<file path="src/rtl/mips_debug_ctrl.sv">
// mips_debug_ctrl: run/halt/single-step debug controller with debounced step button and registered debug readout (define DEBUG_INT_HOLD_EN to hold interrupts raised while not running)
module mips_debug_ctrl #(
  parameter int SYNC_STAGES     = 2,
  parameter int DEBOUNCE_CYCLES = 4
) (
  input  logic        clk,
  input  logic        rst,
  input  logic        debug_en,
  input  logic        debug_step,
  input  logic [6:0]  debug_addr,
  output logic [31:0] debug_data,
  output logic        cpu_en,
  output logic [4:0]  rf_addr,
  input  logic [31:0] rf_data,
  input  logic [31:0] pc_if,
  input  logic [31:0] pc_id,
  input  logic [31:0] pc_ex,
  input  logic [31:0] pc_mem,
  input  logic [31:0] pc_wb,
  input  logic [31:0] inst_id,
  input  logic        interrupter,
  output logic        int_out
);
  localparam int CW = $clog2(DEBOUNCE_CYCLES + 1);
  typedef enum logic [1:0] {IDLE = 2'd0, RUN = 2'd1, HALT = 2'd2, STEP = 2'd3} state_t;
  state_t                 r_state, w_next;
  logic [SYNC_STAGES-1:0] r_sync;
  logic [CW-1:0]          r_db_cnt;
  logic                   r_stable, r_stable_q, r_cpu_en;
  logic                   w_s, w_step_pulse, w_cpu_en;
  logic [31:0]            r_step_cnt, r_cycle_cnt, r_debug_data, w_rd;
  assign w_s          = r_sync[SYNC_STAGES-1];
  assign w_step_pulse = r_stable & ~r_stable_q;
  assign rf_addr      = debug_addr[4:0];
  assign cpu_en       = r_cpu_en;
  assign debug_data   = r_debug_data;
  // bring the asynchronous step button into the clock domain
  always_ff @(posedge clk) begin
    if (!rst) r_sync <= '0;
    else      r_sync <= {r_sync[SYNC_STAGES-2:0], debug_step};
  end
  // accept a level change only after it has held for DEBOUNCE_CYCLES
  always_ff @(posedge clk) begin
    if (!rst) begin
      r_db_cnt   <= '0;
      r_stable   <= 1'b0;
      r_stable_q <= 1'b0;
    end else begin
      r_stable_q <= r_stable;
      if (w_s == r_stable) r_db_cnt <= '0;
      else if (r_db_cnt == CW'(DEBOUNCE_CYCLES)) begin
        r_stable <= w_s;
        r_db_cnt <= '0;
      end else r_db_cnt <= r_db_cnt + CW'(1);
    end
  end
  // next state: only HALT honours a step press, everything else follows debug_en
  always_comb begin
    w_next   = (r_state == HALT && debug_en) ? (w_step_pulse ? STEP : HALT) : (debug_en ? HALT : RUN);
    w_cpu_en = (w_next == RUN) || (w_next == STEP);
  end
  // state, pipeline enable and run/step counters
  always_ff @(posedge clk) begin
    if (!rst) begin
      r_state     <= IDLE;
      r_cpu_en    <= 1'b0;
      r_step_cnt  <= '0;
      r_cycle_cnt <= '0;
    end else begin
      r_state  <= w_next;
      r_cpu_en <= w_cpu_en;
      if (w_next == STEP) r_step_cnt <= r_step_cnt + 32'd1;
      if (r_cpu_en) r_cycle_cnt <= r_cycle_cnt + 32'd1;
    end
  end
  // debug read address decode
  always_comb begin
    w_rd = '0;
    case (debug_addr)
      7'h20:   w_rd = pc_if;
      7'h21:   w_rd = pc_id;
      7'h22:   w_rd = pc_ex;
      7'h23:   w_rd = pc_mem;
      7'h24:   w_rd = pc_wb;
      7'h25:   w_rd = inst_id;
      7'h26:   w_rd = r_step_cnt;
      7'h27:   w_rd = r_cycle_cnt;
      7'h28:   w_rd = {29'b0, r_state, r_cpu_en};
      default: w_rd = (debug_addr < 7'h20) ? rf_data : '0;
    endcase
  end
  // register the readout every cycle regardless of mode
  always_ff @(posedge clk) begin
    if (!rst) r_debug_data <= '0;
    else      r_debug_data <= w_rd;
  end
`ifdef DEBUG_INT_HOLD_EN
  logic r_int_hold;
  // remember an interrupt seen while not running and deliver it on the first RUN cycle
  always_ff @(posedge clk) begin
    if (!rst) r_int_hold <= 1'b0;
    else      r_int_hold <= (r_state == RUN) ? 1'b0 : (r_int_hold | interrupter);
  end
  assign int_out = (r_state == RUN) & (interrupter | r_int_hold);
`else
  assign int_out = interrupter;
`endif
endmodule

</file>
<file path="config.mk">
export PLATFORM = sky130hd
export DESIGN_NAME = mips_debug_ctrl
export DESIGN_NICKNAME = d
export VERILOG_FILES = /design/src/rtl/mips_debug_ctrl.sv
export SDC_FILE = /design/constraint.sdc
export NUM_CORES = 1
export LEC_CHECK = 0
export ABC_AREA = 1
export ABC_CLOCK_PERIOD_IN_PS = 2100
export CORE_MARGIN = 2
export CORE_UTILIZATION = 46
export DETAILED_ROUTE_END_ITERATION = 8
export PLACE_DENSITY_LB_ADDON = 0.12
export REMOVE_ABC_BUFFERS = 1
export SYNTH_ARGS = -nofsm -noshare
export SYNTH_HDL_FRONTEND = slang
export SYNTH_SLANG_ARGS = --single-unit
</file>
<file path="constraint.sdc">
create_clock -name clk -period 2.1 [get_ports clk]
set_input_delay 0.42 -clock clk [delete_from_list [all_inputs] [get_ports clk]]
set_output_delay 0.42 -clock clk [all_outputs]
set_load 0.03 [all_outputs]
</file>
**After elaboration in Yosys (flattened, before gate mapping)**

Cells that the tools add are included.

- Add/sub/neg operators: 3
- Order comparisons: 1
- Equality and inequality tests: 14
- Mux-type cells: 5
- Bitwise operators: 4
- Reduce and logical (&&, ||, !) cells: 4

Operators by type and width:

| kind | count |
|---|---|
| $pmux W32 S9 | 1 |
| $add A32 B1 Y32 const B | 2 |
| $eq A7 B6 Y1 const B | 9 |
| $mux W32 | 1 |
| $lt A7 B6 Y1 const B | 1 |
| $eq A2 B2 Y1 const B | 2 |
| $mux W2 | 2 |
| $add A3 B1 Y3 const B | 1 |
| $eq A3 B3 Y1 const B | 1 |
| $not A1 Y1 | 3 |
| $reduce_or A3 Y1 | 1 |
| $eq A2 B1 Y1 const B | 1 |
| $reduce_and A2 Y1 | 1 |
| $and A1 B1 Y1 | 1 |
| $eq A1 B1 Y1 | 1 |
| $logic_and A1 B1 Y1 | 1 |
| $logic_or A1 B1 Y1 | 1 |
| $mux W1 | 1 |

- Register bits after elaboration: 106
- Input bits: 236
- Output and inout bits: 39
- Logic and storage cells: 40

**Longest topological paths before layout**

Gate-level depths: netlist of the first run.

- Word-level depth: 6
- Mapped depth: 11
- Gate-level depth less buffers: 10

**Worst setup path after synthesis of the first run**

OpenSTA, ideal clock, no wires.

- Kind: reg-to-reg
- Start: register, netlist name r_state[0]
- End: register r_cycle_cnt[25]
- Library setup time: 0.116 ns
- Arrival: 1.422 ns
- Required time: 1.984 ns
- Slack: 0.562 ns
- Cell stages (with the launch flop): 9
- Buffers on the path: 1
- Clock period less this slack: 1.538 ns
- Path through: dfxtp_1 buf_6 inv_6 nor2_2 nand2_1 nor2_1 nand3_1 o21ai_0 nor2_1

RTL lines:

| item | line | RTL |
|---|---|---|
| end signal: assignment | 73 | `if (r_cpu_en) r_cycle_cnt <= r_cycle_cnt + 32'd1;` |
| end: declaration | 31 | `logic [31:0] r_step_cnt, r_cycle_cnt, r_debug_data, w_rd;` |

**Worst setup path after layout of the first run**

- Start: input port debug_addr[2]
- End: output port rf_addr[2]

RTL lines:

| item | line | RTL |
|---|---|---|
| start: declaration | 10 | `input logic [6:0] debug_addr,` |
| end: declaration | 13 | `output logic [4:0] rf_addr,` |

No word-level cell between the ends.

==> flow_summary.html, run 1 <==
<table>
<tr><th>Metric</th><th>Value</th></tr>
<tr><th colspan="2">Setup path</th></tr>
<tr><td>Max Fanout on Critical Path</td><td>3</td></tr>
<tr><td>Category of the worst setup path launch point</td><td>input port</td></tr>
<tr><td>Critical Path, Cell by Cell</td><td>clkdlybuf4s50_1 -&gt; clkdlybuf4s50_1</td></tr>
<tr><td>Reg-to-Reg Start</td><td>r_cycle_cnt[0]</td></tr>
<tr><td>Slowest cell on the critical path</td><td>clkdlybuf4s50_1</td></tr>
<tr><td>CP bufs+invs</td><td>2</td></tr>
<tr><td>WS Path Type</td><td>input port to output port</td></tr>
<tr><td>Cell repeated most along the worst path</td><td>clkdlybuf4s50_1</td></tr>
<tr><td>Endpoint kind of the worst setup timing path</td><td>output port</td></tr>
<tr><td>Data required time at the worst endpoint</td><td>1680 ps</td></tr>
<tr><td>Launch point of the worst path</td><td>debug_addr[2]</td></tr>
<tr><td>Kind of cell with the highest combined delay on the critical path</td><td>buffers and inverters</td></tr>
<tr><td>Arr. time, crit path</td><td>1640 ps</td></tr>
<tr><td>Largest incremental delay on the critical path</td><td>690 ps</td></tr>
<tr><th colspan="2">Clock tree</th></tr>
<tr><td>Clock Pin Slew Worst Setup and Hold Paths</td><td>80 ps</td></tr>
<tr><td>Number of CTS-inserted buffers</td><td>9</td></tr>
<tr><td>Number of buffers between clock root and the deepest sink</td><td>2</td></tr>
<tr><td>Master cell of the clock root buffer</td><td>clkbuf_16</td></tr>
<tr><td>TritonCTS sink count</td><td>105</td></tr>
<tr><td>Buffers inserted during post-CTS setup optimization</td><td>0</td></tr>
<tr><td>CTS tree</td><td>yes</td></tr>
<tr><td>Number of resized instances in the post-cts repair step</td><td>0</td></tr>
<tr><td># hold bufs at CTS</td><td>0</td></tr>
<tr><td>H-tree depth reported by CTS</td><td>3</td></tr>
<tr><td>Insertion delay to the later sink of the worst-skew pair</td><td>370 ps</td></tr>
<tr><th colspan="2">Die</th></tr>
<tr><td>I/O pin cnt</td><td>275</td></tr>
<tr><td>Die area</td><td>17030 um2</td></tr>
<tr><td>Number of rows in the core area</td><td>46</td></tr>
<tr><td>Effective utilization at floorplan</td><td>0.4668</td></tr>
<tr><td>Die Y-Extent</td><td>130.5 um</td></tr>
<tr><td>Die span in x</td><td>130.5 um</td></tr>
<tr><td>Placeable core region</td><td>15770 um2</td></tr>
<tr><th colspan="2">Global routing</th></tr>
<tr><td>Overflow after GRT</td><td>0</td></tr>
<tr><td>Global-route wire length before repair</td><td>42800 um</td></tr>
<tr><td>Vias in the first global route</td><td>8436</td></tr>
<tr><td>Total Routing Usage GR</td><td>0.3236</td></tr>
<tr><td>Number of antenna violations at the first check in global routing</td><td>0</td></tr>
<tr><td>Pin count of the biggest net entering global routing</td><td>83</td></tr>
<tr><th colspan="2">STA</th></tr>
<tr><td>Final clock period utilization by the worst path</td><td>0.9829</td></tr>
<tr><td>Worst Max-Slew Pin Slew</td><td>401.3 ps</td></tr>
<tr><td>Slew Viols, Final</td><td>0</td></tr>
<tr><td>Clock skew after layout</td><td>8.744 ps</td></tr>
<tr><td>Number of setup violations in the final report</td><td>0</td></tr>
<tr><td>Worst Hold Slack</td><td>423.5 ps</td></tr>
<tr><td>Post-layout worst setup margin</td><td>35.86 ps</td></tr>
<tr><td>Slew headroom</td><td>0.7297</td></tr>
<tr><td>Shortest clock period the worst path allows after layout</td><td>2064 ps</td></tr>
<tr><td>Fin. Hold Viols</td><td>0</td></tr>
<tr><td>FMAX</td><td>484.5 MHz</td></tr>
<tr><td>Setup repair after global routing missed its margin</td><td>false</td></tr>
<tr><th colspan="2">Logic synthesis</th></tr>
<tr><td>Synth warn</td><td>0</td></tr>
<tr><td>Gate count of the mapped netlist</td><td>1251</td></tr>
<tr><td>Cell area after synthesis</td><td>7362 um2</td></tr>
<tr><td>Most common flop cell mapped by yosys</td><td>dfxtp_1</td></tr>
<tr><td>Seq cells post-synth</td><td>105</td></tr>
<tr><td>Number of enable-type register cells in the synthesized netlist</td><td>0</td></tr>
<tr><td>Mean cell area of the mapped netlist</td><td>5.885 um2</td></tr>
<tr><td>Post-synthesis sequential area ratio</td><td>0.2855</td></tr>
<tr><td>Asr flop ratio synth</td><td>0</td></tr>
<tr><td>Cell variety after synth</td><td>34</td></tr>
<tr><th colspan="2">Final layout</th></tr>
<tr><td>Share of layout cells above drive strength 1</td><td>0.07792</td></tr>
<tr><td>Count of antenna diodes in the layout</td><td>0</td></tr>
<tr><td>Core Util, Final</td><td>0.6992</td></tr>
<tr><td>Layout Nets</td><td>1775</td></tr>
<tr><td>Most frequent standard cell in the layout excluding fill and tap cells</td><td>nand3_1</td></tr>
<tr><td>Signed area change from the synthesized netlist to the final layout</td><td>49.78%</td></tr>
<tr><td>Most frequent cells in the layout</td><td>nand3_1 (305), clkdlybuf4s50_1 (268), nand2_1 (255)</td></tr>
<tr><td>Non-filler instance count after layout</td><td>1756</td></tr>
<tr><th colspan="2">Route</th></tr>
<tr><td>DRC violations left</td><td>0</td></tr>
<tr><td>DR WL/cell</td><td>16.02 um</td></tr>
<tr><td>Number of detailed-route iterations in the first pass</td><td>5</td></tr>
<tr><td>Number of violations reported at the end of detailed-routing iteration 0</td><td>726</td></tr>
<tr><td>Via-per-instance ratio</td><td>5.249</td></tr>
<tr><td>Residual antenna-violating net count after detailed routing</td><td>0</td></tr>
<tr><td>Sum of routed wire length over all layers</td><td>28130 um</td></tr>
<tr><td>Total number of vias</td><td>9217</td></tr>
<tr><th colspan="2">Placement</th></tr>
<tr><td>Worst setup slack after placement</td><td>-226.5 ps</td></tr>
<tr><td>Global placer's final weighted congestion</td><td>0.9946</td></tr>
<tr><td>Count of placed standard cells including taps</td><td>1740</td></tr>
<tr><td># port buffers</td><td>272</td></tr>
<tr><td>DPL Wire Length</td><td>21750 um</td></tr>
<tr><th colspan="2">Run</th></tr>
<tr><td>Max Cap Viol</td><td>0</td></tr>
<tr><th colspan="2">Worst hold path</th></tr>
<tr><td>Startpoint of the worst hold path</td><td>r_sync[0]</td></tr>
<tr><td>Hold/Removal Path Class</td><td>flip-flop to flip-flop</td></tr>
<tr><th colspan="2">Run status</th></tr>
<tr><td>Run status</td><td>finished, final reports clean</td></tr>
<tr><th colspan="2">Power and ir drop</th></tr>
<tr><td>Static leakage power</td><td>4.709 nW</td></tr>
<tr><td>Largest vdd supply drop</td><td>0.4248 mV</td></tr>
<tr><td>Power density over the cells</td><td>443.8 nW/um2</td></tr>
</table>
state kept, by name (all words and copies together), names as in the netlist:
register     count
r_step_cnt      32
r_state          2
debug_data      32
r_db_cnt         3
r_stable         1
r_stable_q       1
r_cycle_cnt     32
r_sync           2
synth_stat cells, types with 2 or more instances:
cell,number,share of area
nand2_2,3,0.0025
buf_4,6,0.0061
dfxtp_1,105,0.29
buf_2,45,0.031
xor2_1,8,0.0095
nor2_1,198,0.10
nand4_1,29,0.025
buf_1,2,0.0010
inv_1,141,0.072
a21oi_1,39,0.027
ha_1,4,0.0068
clkbuf_1,15,0.0076
nor3_1,13,0.0088
and3_1,2,0.0017
o21ai_0,35,0.024
xnor2_1,4,0.0048
o21ai_1,10,0.0068
nand2_1,255,0.13
nand3_4,2,0.0048
nor2_2,9,0.0076
nand3_1,305,0.21
nor3b_1,3,0.0031
nor2_4,7,0.011
cells by family (layout without fill, tap and decap cells):
family          Yosys count  in the layout  synth area share
simple gates            831            831            0.5129
xor+xnor                 12             12           0.01428
flops                   105            105            0.2855
buf+inv                 212            501            0.1205
compound gates           87             87           0.06000
fa+ha+maj                 4              4          0.006798
power by group:
group,total [mW],switching (mW),internal [mW]
Combinational,0.934,0.382,0.552
Sequential,2.03,0.0146,2.02
Clock,1.93,0.856,1.07
Total,4.89,1.25,3.64
worst paths after layout:
path | to | slack, ps | cells after the start
setup reg to reg | r_cycle_cnt[18] | 270 | 10
setup / recovery | rf_addr[2] | 40 | 2
hold / removal | r_sync[1] | 420 | 2
hold reg to reg | r_sync[1] | 420 | 2
cell type report:
type                       count  area (um2)
fill                        1458        4743
clock inverter                 7       106.4
clock buffer                   9       225.2
sequential                   105        2102
inverter                     143       541.8
tap                          216       270.3
timing repair buffer         342        3398
multi-input combinational    934        4383
stage by stage:
stage	TNS [ps]	instance area [um2]	total power, mW
5_1_grt	0	11030	5.044
6_report	0	11030	4.893
3_3_place_gp	-2936	10700	2.999
2_1_floorplan	-239400	7017	2.302
3_5_place_dp	-3687	10700	3.004
4_1_cts	0	11030	4.908
worst min-delay path, cell delays in order, from the launching register on:
cell	delay, ps
dfxtp_1	310
nand2_1	40
inv_1	40
layer usage:
layer,share of wire,track usage,up-vias
li1,-,-,4618
met1,0.43,0.4290,4188
met2,0.49,0.5417,354
met3,0.067,0.05456,57
met4,0.023,0.09762,0
met5,0,0,-
Note: power is estimated with default switching activity, not from simulation.
==> inputs of run 2 (changes only) <==
Settings changed: CTS_BUF_LIST set to sky130_fd_sc_hd__clkbuf_8.
==> flow_summary.html, run 2 (same netlist as run 1, synthesis figures left out) <==
<table>
<tr><th>Metric</th><th>Value</th></tr>
<tr><th colspan="2">Run status</th></tr>
<tr><td>Run status</td><td>finished, final reports clean</td></tr>
<tr><th colspan="2">Final layout</th></tr>
<tr><td>Most frequent standard cell in the layout excluding fill and tap cells</td><td>nand3_1</td></tr>
<tr><td>Share of layout cells above drive strength 1</td><td>0.07792 (unchanged)</td></tr>
<tr><td>Non-filler instance count after layout</td><td>1756 (unchanged)</td></tr>
<tr><td>Most frequent cells in the layout</td><td>nand3_1 (305), clkdlybuf4s50_1 (268), nand2_1 (255)</td></tr>
<tr><td>Signed area change from the synthesized netlist to the final layout</td><td>48.40%</td></tr>
<tr><td>Count of antenna diodes in the layout</td><td>0 (unchanged)</td></tr>
<tr><td>Layout Nets</td><td>1775 (unchanged)</td></tr>
<tr><th colspan="2">Clock tree</th></tr>
<tr><td>Buffers inserted during post-CTS setup optimization</td><td>0 (unchanged)</td></tr>
<tr><td>Number of resized instances in the post-cts repair step</td><td>0 (unchanged)</td></tr>
<tr><td>Master cell of the clock root buffer</td><td>clkbuf_8</td></tr>
<tr><td>Number of CTS-inserted buffers</td><td>9 (unchanged)</td></tr>
<tr><td>Number of buffers between clock root and the deepest sink</td><td>2 (unchanged)</td></tr>
<tr><td>Clock Pin Slew Worst Setup and Hold Paths</td><td>110 ps (+30 ps)</td></tr>
<tr><td># hold bufs at CTS</td><td>0 (unchanged)</td></tr>
<tr><td>TritonCTS sink count</td><td>105 (unchanged)</td></tr>
<tr><td>H-tree depth reported by CTS</td><td>3 (unchanged)</td></tr>
<tr><td>Insertion delay to the later sink of the worst-skew pair</td><td>400 ps (+30 ps)</td></tr>
<tr><td>CTS tree</td><td>yes</td></tr>
<tr><th colspan="2">Route</th></tr>
<tr><td>DR WL met3</td><td>1994 um (+6.5%)</td></tr>
<tr><td>DR WL/cell</td><td>15.93 um (-0.55%)</td></tr>
<tr><td>Number of violations reported at the end of detailed-routing iteration 0</td><td>689 (-5.1%)</td></tr>
<tr><td>Met2 Routed Length</td><td>13430 um (-1.7%)</td></tr>
<tr><td>Wire length on met1</td><td>11790 um (-1.5%)</td></tr>
<tr><td>Residual antenna-violating net count after detailed routing</td><td>0 (unchanged)</td></tr>
<tr><td>Highest metal layer used by the detailed router</td><td>met4</td></tr>
<tr><td>Number of detailed-route iterations in the first pass</td><td>5 (unchanged)</td></tr>
<tr><td>Via-per-instance ratio</td><td>5.204 (-0.85%)</td></tr>
<tr><td>DRC violations left</td><td>0 (unchanged)</td></tr>
<tr><td>Sum of routed wire length over all layers</td><td>27980 um (-0.55%)</td></tr>
<tr><td>Total number of vias</td><td>9139 (-0.85%)</td></tr>
<tr><th colspan="2">Setup path</th></tr>
<tr><td>Largest incremental delay on the critical path</td><td>690 ps (about the same)</td></tr>
<tr><td>Max Fanout on Critical Path</td><td>3 (unchanged)</td></tr>
<tr><td>CP bufs+invs</td><td>2 (unchanged)</td></tr>
<tr><td>End point of the critical path</td><td>rf_addr[2]</td></tr>
<tr><td>Arr. time, crit path</td><td>1640 ps (about the same)</td></tr>
<tr><td>End of the worst register-to-register path</td><td>r_cycle_cnt[18]</td></tr>
<tr><td>Flop2flop setup slack</td><td>270 ps (about the same)</td></tr>
<tr><td>Critical Path, Cell by Cell</td><td>clkdlybuf4s50_1 -&gt; clkdlybuf4s50_1</td></tr>
<tr><td>WS Path Type</td><td>input port to output port</td></tr>
<tr><td>WP depth</td><td>2 (unchanged)</td></tr>
<tr><td>Slowest cell on the critical path</td><td>clkdlybuf4s50_1</td></tr>
<tr><td>Category of the worst setup path launch point</td><td>input port</td></tr>
<tr><td>Cell repeated most along the worst path</td><td>clkdlybuf4s50_1</td></tr>
<tr><td>Launch point of the worst path</td><td>debug_addr[2]</td></tr>
<tr><td>Depth of the worst register-to-register path</td><td>10 (unchanged)</td></tr>
<tr><td>Reg-to-Reg Start</td><td>r_cycle_cnt[0]</td></tr>
<tr><td>Endpoint kind of the worst setup timing path</td><td>output port</td></tr>
<tr><td>Kind of cell with the highest combined delay on the critical path</td><td>buffers and inverters</td></tr>
<tr><td>Data required time at the worst endpoint</td><td>1680 ps (about the same)</td></tr>
<tr><th colspan="2">STA</th></tr>
<tr><td>Number of setup violations in the final report</td><td>0 (unchanged)</td></tr>
<tr><td>Slew headroom</td><td>0.6959 (-0.03372)</td></tr>
<tr><td>Final clock period utilization by the worst path</td><td>0.9820 (about the same)</td></tr>
<tr><td>Clock skew after layout</td><td>12.10 ps (+3.357 ps)</td></tr>
<tr><td>FMAX</td><td>484.9 MHz (about the same)</td></tr>
<tr><td>Fin. Hold Viols</td><td>0 (unchanged)</td></tr>
<tr><td>Shortest clock period the worst path allows after layout</td><td>2062 ps (-1.978 ps)</td></tr>
<tr><td>Worst Max-Slew Pin Slew</td><td>451.3 ps (+50.05 ps)</td></tr>
<tr><td>Slew Viols, Final</td><td>0 (unchanged)</td></tr>
<tr><td>Setup repair after global routing missed its margin</td><td>false</td></tr>
<tr><th colspan="2">Worst hold path</th></tr>
<tr><td>Hold/Removal Path Class</td><td>flip-flop to flip-flop</td></tr>
<tr><th colspan="2">Placement</th></tr>
<tr><td>Count of placed standard cells including taps</td><td>1740 (unchanged)</td></tr>
<tr><td># port buffers</td><td>272 (unchanged)</td></tr>
<tr><td>Global placer's final weighted congestion</td><td>0.9946 (unchanged)</td></tr>
<tr><td>DPL Wire Length</td><td>21750 um (unchanged)</td></tr>
<tr><th colspan="2">Power and ir drop</th></tr>
<tr><td>Largest vdd supply drop</td><td>0.4268 mV (+0.46%)</td></tr>
<tr><td>Static leakage power</td><td>4.663 nW (-0.98%)</td></tr>
<tr><td>Switching Fraction</td><td>0.2695 (+0.01347)</td></tr>
<tr><td>Clock power frac</td><td>0.337 (-0.057)</td></tr>
<tr><td>Internal power summed over all cells</td><td>3.267 mW (-10%)</td></tr>
<tr><td>Sequential group share of total power</td><td>0.455 (+0.040)</td></tr>
<tr><td>Power consumption</td><td>4.472 mW (-8.6%)</td></tr>
<tr><td>Sw power</td><td>1.205 mW (-3.8%)</td></tr>
<tr><td>Power share of the combinational group</td><td>0.208 (+0.017)</td></tr>
<tr><td>Power density over the cells</td><td>409.4 nW/um2 (-7.8%)</td></tr>
<tr><th colspan="2">Die</th></tr>
<tr><td>Effective utilization at floorplan</td><td>0.4668 (unchanged)</td></tr>
<tr><td>Placeable core region</td><td>15770 um2 (unchanged)</td></tr>
<tr><td>Die area</td><td>17030 um2 (unchanged)</td></tr>
<tr><td>Die span in x</td><td>130.5 um (unchanged)</td></tr>
<tr><td>I/O pin cnt</td><td>275 (unchanged)</td></tr>
<tr><td>Die Y-Extent</td><td>130.5 um (unchanged)</td></tr>
<tr><td>Number of rows in the core area</td><td>46 (unchanged)</td></tr>
<tr><th colspan="2">Global routing</th></tr>
<tr><td>Pin count of the biggest net entering global routing</td><td>83 (unchanged)</td></tr>
<tr><td>Total Routing Usage GR</td><td>0.3238 (about the same)</td></tr>
<tr><td>Number of antenna violations at the first check in global routing</td><td>0 (unchanged)</td></tr>
<tr><td>Global-route wire length before repair</td><td>42680 um (-0.27%)</td></tr>
<tr><td>Vias in the first global route</td><td>8460 (+0.28%)</td></tr>
<tr><td>Overflow after GRT</td><td>0 (unchanged)</td></tr>
<tr><th colspan="2">Run</th></tr>
<tr><td>Max Cap Viol</td><td>0 (unchanged)</td></tr>
</table>
## run 2: changes by cell type in the layout (fill, tap and decap cells not counted)
cell	previous run	this run
clkbuf_8	0	9
clkbuf_16	9	0
## run 2: area by class of cell
type,count,area [um2]
Tap cell,216,270.3
Clock buffer,9,123.9
Multi-Input combinational cell,934,4383
Clock inverter,7,106.4
Inverter,143,541.8
Fill cell,1478,4845
Sequential cell,105,2102
Timing Repair Buffer,342,3398
## run 2: worst register-to-register path: stages (launching register included)
cell and delay, ps:
dfxtp_1 450, ha_1 220, nand3_1 170, nor2_1 160, nand3_1 130, nor2_1 150
inv_1 80, nor2_1 190, nand2_1 80, nand2_1 60, nor2_1 40
## run 2: power groups by stage
stage	logic (mW)	registers (mW)	clock network, mW
5_1_grt	0.988	2.04	1.60
4_1_cts	0.928	2.03	1.53
2_1_floorplan	0.176	2.13	0
3_5_place_dp	0.924	2.08	0
3_3_place_gp	0.920	2.08	0
6_report	0.932	2.03	1.51
## run 2: worst min-delay path by stage
stage                    from   endpoint  slack (ps)  cells past startpoint
floorplan           r_sync[0]  r_sync[1]         390                      2
finish              r_sync[0]  r_sync[1]         430                      2
CTS                 r_sync[0]  r_sync[1]         430                      2
global placement    r_sync[0]  r_sync[1]         400                      2
detailed placement  r_sync[0]  r_sync[1]         400                      2
global route        r_sync[0]  r_sync[1]         450                      2
## run 2: stage by stage
step	utilization	hold slack, ps	setup slack [ps]	cell area (um2)	TNS (ps)
global route	0.6928	447.9	4.754	10930	0
detailed placement	0.6782	403.4	-226.5	10700	-3687
CTS	0.6928	432.6	35.04	10930	0
global placement	0.6782	401.3	-195.1	10700	-2936
floorplan	-	390.0	-8056	7017	-239400
finish	0.6928	430.1	37.84	10930	0
## run 2: per-layer routing
layer,global-route usage,vias to the layer above
met1,0.4192,4119
met4,0.1070,0
met5,0,-
li1,-,4624
met3,0.07492,65
met2,0.5343,331
==> inputs of run 3 (changes only) <==
Settings changed: CORE_UTILIZATION 46 to 45.
==> flow_summary.html, run 3 (same netlist as run 1, synthesis figures left out) <==
<table>
<tr><th>Metric</th><th>Value</th></tr>
<tr><th colspan="2">Run status</th></tr>
<tr><td>Run status</td><td>finished, final reports clean</td></tr>
<tr><th colspan="2">Final layout</th></tr>
<tr><td>Share of layout cells above drive strength 1</td><td>0.07792 (unchanged)</td></tr>
<tr><td>Post-route standard cell area excluding fillers</td><td>11010 um2 (+0.77%)</td></tr>
<tr><td>Most frequent cells in the layout</td><td>nand3_1 (305), clkdlybuf4s50_1 (266), nand2_1 (255)</td></tr>
<tr><td>Layout Nets</td><td>1775 (unchanged)</td></tr>
<tr><td>Count of antenna diodes in the layout</td><td>0 (unchanged)</td></tr>
<tr><td>Most frequent standard cell in the layout excluding fill and tap cells</td><td>nand3_1</td></tr>
<tr><td>Signed area change from the synthesized netlist to the final layout</td><td>49.54%</td></tr>
<tr><th colspan="2">Setup path</th></tr>
<tr><td>Endpoint kind of the worst setup timing path</td><td>output port</td></tr>
<tr><td>Critical Path, Cell by Cell</td><td>clkdlybuf4s50_1 -&gt; clkdlybuf4s50_1</td></tr>
<tr><td>Reg-to-Reg Start</td><td>r_cycle_cnt[0]</td></tr>
<tr><td>Arr. time, crit path</td><td>1570 ps (-70 ps)</td></tr>
<tr><td>Cell repeated most along the worst path</td><td>clkdlybuf4s50_1</td></tr>
<tr><td>Data required time at the worst endpoint</td><td>1680 ps (about the same)</td></tr>
<tr><td>WS Path Type</td><td>input port to output port</td></tr>
<tr><td>Kind of cell with the highest combined delay on the critical path</td><td>buffers and inverters</td></tr>
<tr><td>CP bufs+invs</td><td>2 (unchanged)</td></tr>
<tr><td>Max Fanout on Critical Path</td><td>2 (-1)</td></tr>
<tr><td>Category of the worst setup path launch point</td><td>input port</td></tr>
<tr><td>Largest incremental delay on the critical path</td><td>680 ps (about the same)</td></tr>
<tr><td>Launch point of the worst path</td><td>debug_addr[4]</td></tr>
<tr><td>Slowest cell on the critical path</td><td>clkdlybuf4s50_1</td></tr>
<tr><th colspan="2">Power and ir drop</th></tr>
<tr><td>Static leakage power</td><td>4.683 nW (+0.44%)</td></tr>
<tr><td>Power consumption</td><td>4.311 mW (-3.6%)</td></tr>
<tr><td>Largest vdd supply drop</td><td>0.5818 mV (+36%)</td></tr>
<tr><td>Power density over the cells</td><td>391.6 nW/um2 (-4.3%)</td></tr>
<tr><th colspan="2">Route</th></tr>
<tr><td>Via-per-instance ratio</td><td>5.301 (+1.8%)</td></tr>
<tr><td>Total number of vias</td><td>9308 (+1.8%)</td></tr>
<tr><td>Number of violations reported at the end of detailed-routing iteration 0</td><td>780 (+13%)</td></tr>
<tr><td>Sum of routed wire length over all layers</td><td>28470 um (+1.7%)</td></tr>
<tr><td>DRC violations left</td><td>0 (unchanged)</td></tr>
<tr><td>Residual antenna-violating net count after detailed routing</td><td>0 (unchanged)</td></tr>
<tr><td>Number of detailed-route iterations in the first pass</td><td>5 (unchanged)</td></tr>
<tr><td>DR WL/cell</td><td>16.21 um (+1.7%)</td></tr>
<tr><th colspan="2">Clock tree</th></tr>
<tr><td>TritonCTS sink count</td><td>105 (unchanged)</td></tr>
<tr><td>Number of CTS-inserted buffers</td><td>9 (unchanged)</td></tr>
<tr><td>Number of buffers between clock root and the deepest sink</td><td>2 (unchanged)</td></tr>
<tr><td># hold bufs at CTS</td><td>0 (unchanged)</td></tr>
<tr><td>Insertion delay to the later sink of the worst-skew pair</td><td>390 ps (about the same)</td></tr>
<tr><td>CTS tree</td><td>yes</td></tr>
<tr><td>H-tree depth reported by CTS</td><td>3 (unchanged)</td></tr>
<tr><td>Clock Pin Slew Worst Setup and Hold Paths</td><td>100 ps (about the same)</td></tr>
<tr><td>Master cell of the clock root buffer</td><td>clkbuf_8</td></tr>
<tr><th colspan="2">Die</th></tr>
<tr><td>Number of rows in the core area</td><td>46 (unchanged)</td></tr>
<tr><td>Placeable core region</td><td>15940 um2 (+1.1%)</td></tr>
<tr><td>Effective utilization at floorplan</td><td>0.4618 (-0.005056)</td></tr>
<tr><td>I/O pin cnt</td><td>275 (unchanged)</td></tr>
<tr><td>Die Y-Extent</td><td>131.9 um (+1.1%)</td></tr>
<tr><td>Die span in x</td><td>131.9 um (+1.1%)</td></tr>
<tr><td>Die area</td><td>17400 um2 (+2.1%)</td></tr>
<tr><th colspan="2">STA</th></tr>
<tr><td>FMAX</td><td>503.6 MHz (+3.9%)</td></tr>
<tr><td>Shortest clock period the worst path allows after layout</td><td>1986 ps (-76.48 ps)</td></tr>
<tr><td>Setup TNS after final layout</td><td>0 ps (unchanged)</td></tr>
<tr><td>Worst Max-Slew Pin Slew</td><td>646.8 ps (+195.5 ps)</td></tr>
<tr><td>Fin. Hold Viols</td><td>0 (unchanged)</td></tr>
<tr><td>Number of setup violations in the final report</td><td>0 (unchanged)</td></tr>
<tr><td>Setup repair after global routing missed its margin</td><td>false</td></tr>
<tr><td>Slew Viols, Final</td><td>0 (unchanged)</td></tr>
<tr><td>Clock skew after layout</td><td>8.476 ps (-3.626 ps)</td></tr>
<tr><td>Slew headroom</td><td>0.5688 (-0.1271)</td></tr>
<tr><td>Final clock period utilization by the worst path</td><td>0.9456 (-0.03642)</td></tr>
<tr><td>Post-layout worst setup margin</td><td>114.3 ps (+76.48 ps)</td></tr>
<tr><th colspan="2">Global routing</th></tr>
<tr><td>Pin count of the biggest net entering global routing</td><td>58 (-30%)</td></tr>
<tr><td>Global-route wire length before repair</td><td>44730 um (+4.8%)</td></tr>
<tr><td>Total Routing Usage GR</td><td>0.3214 (-0.002364)</td></tr>
<tr><td>Overflow after GRT</td><td>0 (unchanged)</td></tr>
<tr><td>Number of antenna violations at the first check in global routing</td><td>0 (unchanged)</td></tr>
<tr><td>Vias in the first global route</td><td>8773 (+3.7%)</td></tr>
<tr><th colspan="2">Worst hold path</th></tr>
<tr><td>Startpoint of the worst hold path</td><td>rst</td></tr>
<tr><td>Hold/Removal Path Class</td><td>input port to flip-flop</td></tr>
<tr><th colspan="2">Run</th></tr>
<tr><td>Max Cap Viol</td><td>0 (unchanged)</td></tr>
<tr><th colspan="2">Placement</th></tr>
<tr><td>Worst setup slack after placement</td><td>-174.6 ps (+51.91 ps)</td></tr>
<tr><td>Placed Instance Area</td><td>10820 um2 (+1.1%)</td></tr>
<tr><td>DPL Wire Length</td><td>22570 um (+3.8%)</td></tr>
<tr><td>Global placer's final weighted congestion</td><td>1.010 (+1.5%)</td></tr>
<tr><td># port buffers</td><td>272 (unchanged)</td></tr>
</table>
-- run 3: repair_timing --
| action | 4_1_cts | 5_1_grt |
|---|---|---|
| resized for setup | 1 | 0 |
| setup buffers | 0 | 0 |
| endpoints found under the hold margin | 0 | 0 |
| setup endpoints to repair | 1 | 0 |
-- run 3: final cells by class --
class	instances	area [um2]
inverter	143	541.8
tap	216	270.3
clock inverter	6	57.56
sequential	105	2102
fill	1456	4933
multi-input combinational	934	4393
timing repair buffer	342	3507
clock buffer	10	137.6
-- run 3: power breakdown --
| group | internal (mW) | switching [mW] | total, mW |
|---|---|---|---|
| Clock | 0.579 | 0.747 | 1.33 |
| Combinational | 0.565 | 0.387 | 0.952 |
| Sequential | 2.02 | 0.0138 | 2.03 |
-- run 3: per-layer routing --
| layer | global-route usage | share of wire | up-vias |
|---|---|---|---|
| li1 | - | - | 4613 |
| met5 | 0 | 0 | - |
| met3 | 0.08420 | 0.083 | 72 |
| met4 | 0.1159 | 0.035 | 0 |
| met1 | 0.3893 | 0.41 | 4235 |
| met2 | 0.5489 | 0.48 | 388 |
-- run 3: worst register-to-register path: stages, from the launching register on --
cell     delay (ps)
dfxtp_1         440
ha_1            210
nand3_1         170
nor2_1          170
nand3_1         110
nor2_1          160
inv_1           100
nor2_1          170
nand2_1          80
nand2_1          60
nor2_1           50
-- run 3: metrics by stage --
step | hold slack (ps) | instances | utilization
global route | 335.6 | 1756 | 0.6906
finish | 375.4 | 1756 | 0.6906
global placement | 393.4 | 1740 | 0.6784
floorplan | 390.0 | 1182 | -
detailed placement | 402.3 | 1740 | 0.6784
CTS | 342.6 | 1756 | 0.6906
-- run 3: final timing paths --
kind / slack (ps) / cells after the start / endpoint
worst min-delay path: 380 / 3 / r_cycle_cnt[3]
worst max-delay path: 110 / 2 / rf_addr[4]
worst min register to register: 430 / 2 / r_sync[1]
worst max register to register: 310 / 10 / r_cycle_cnt[18]
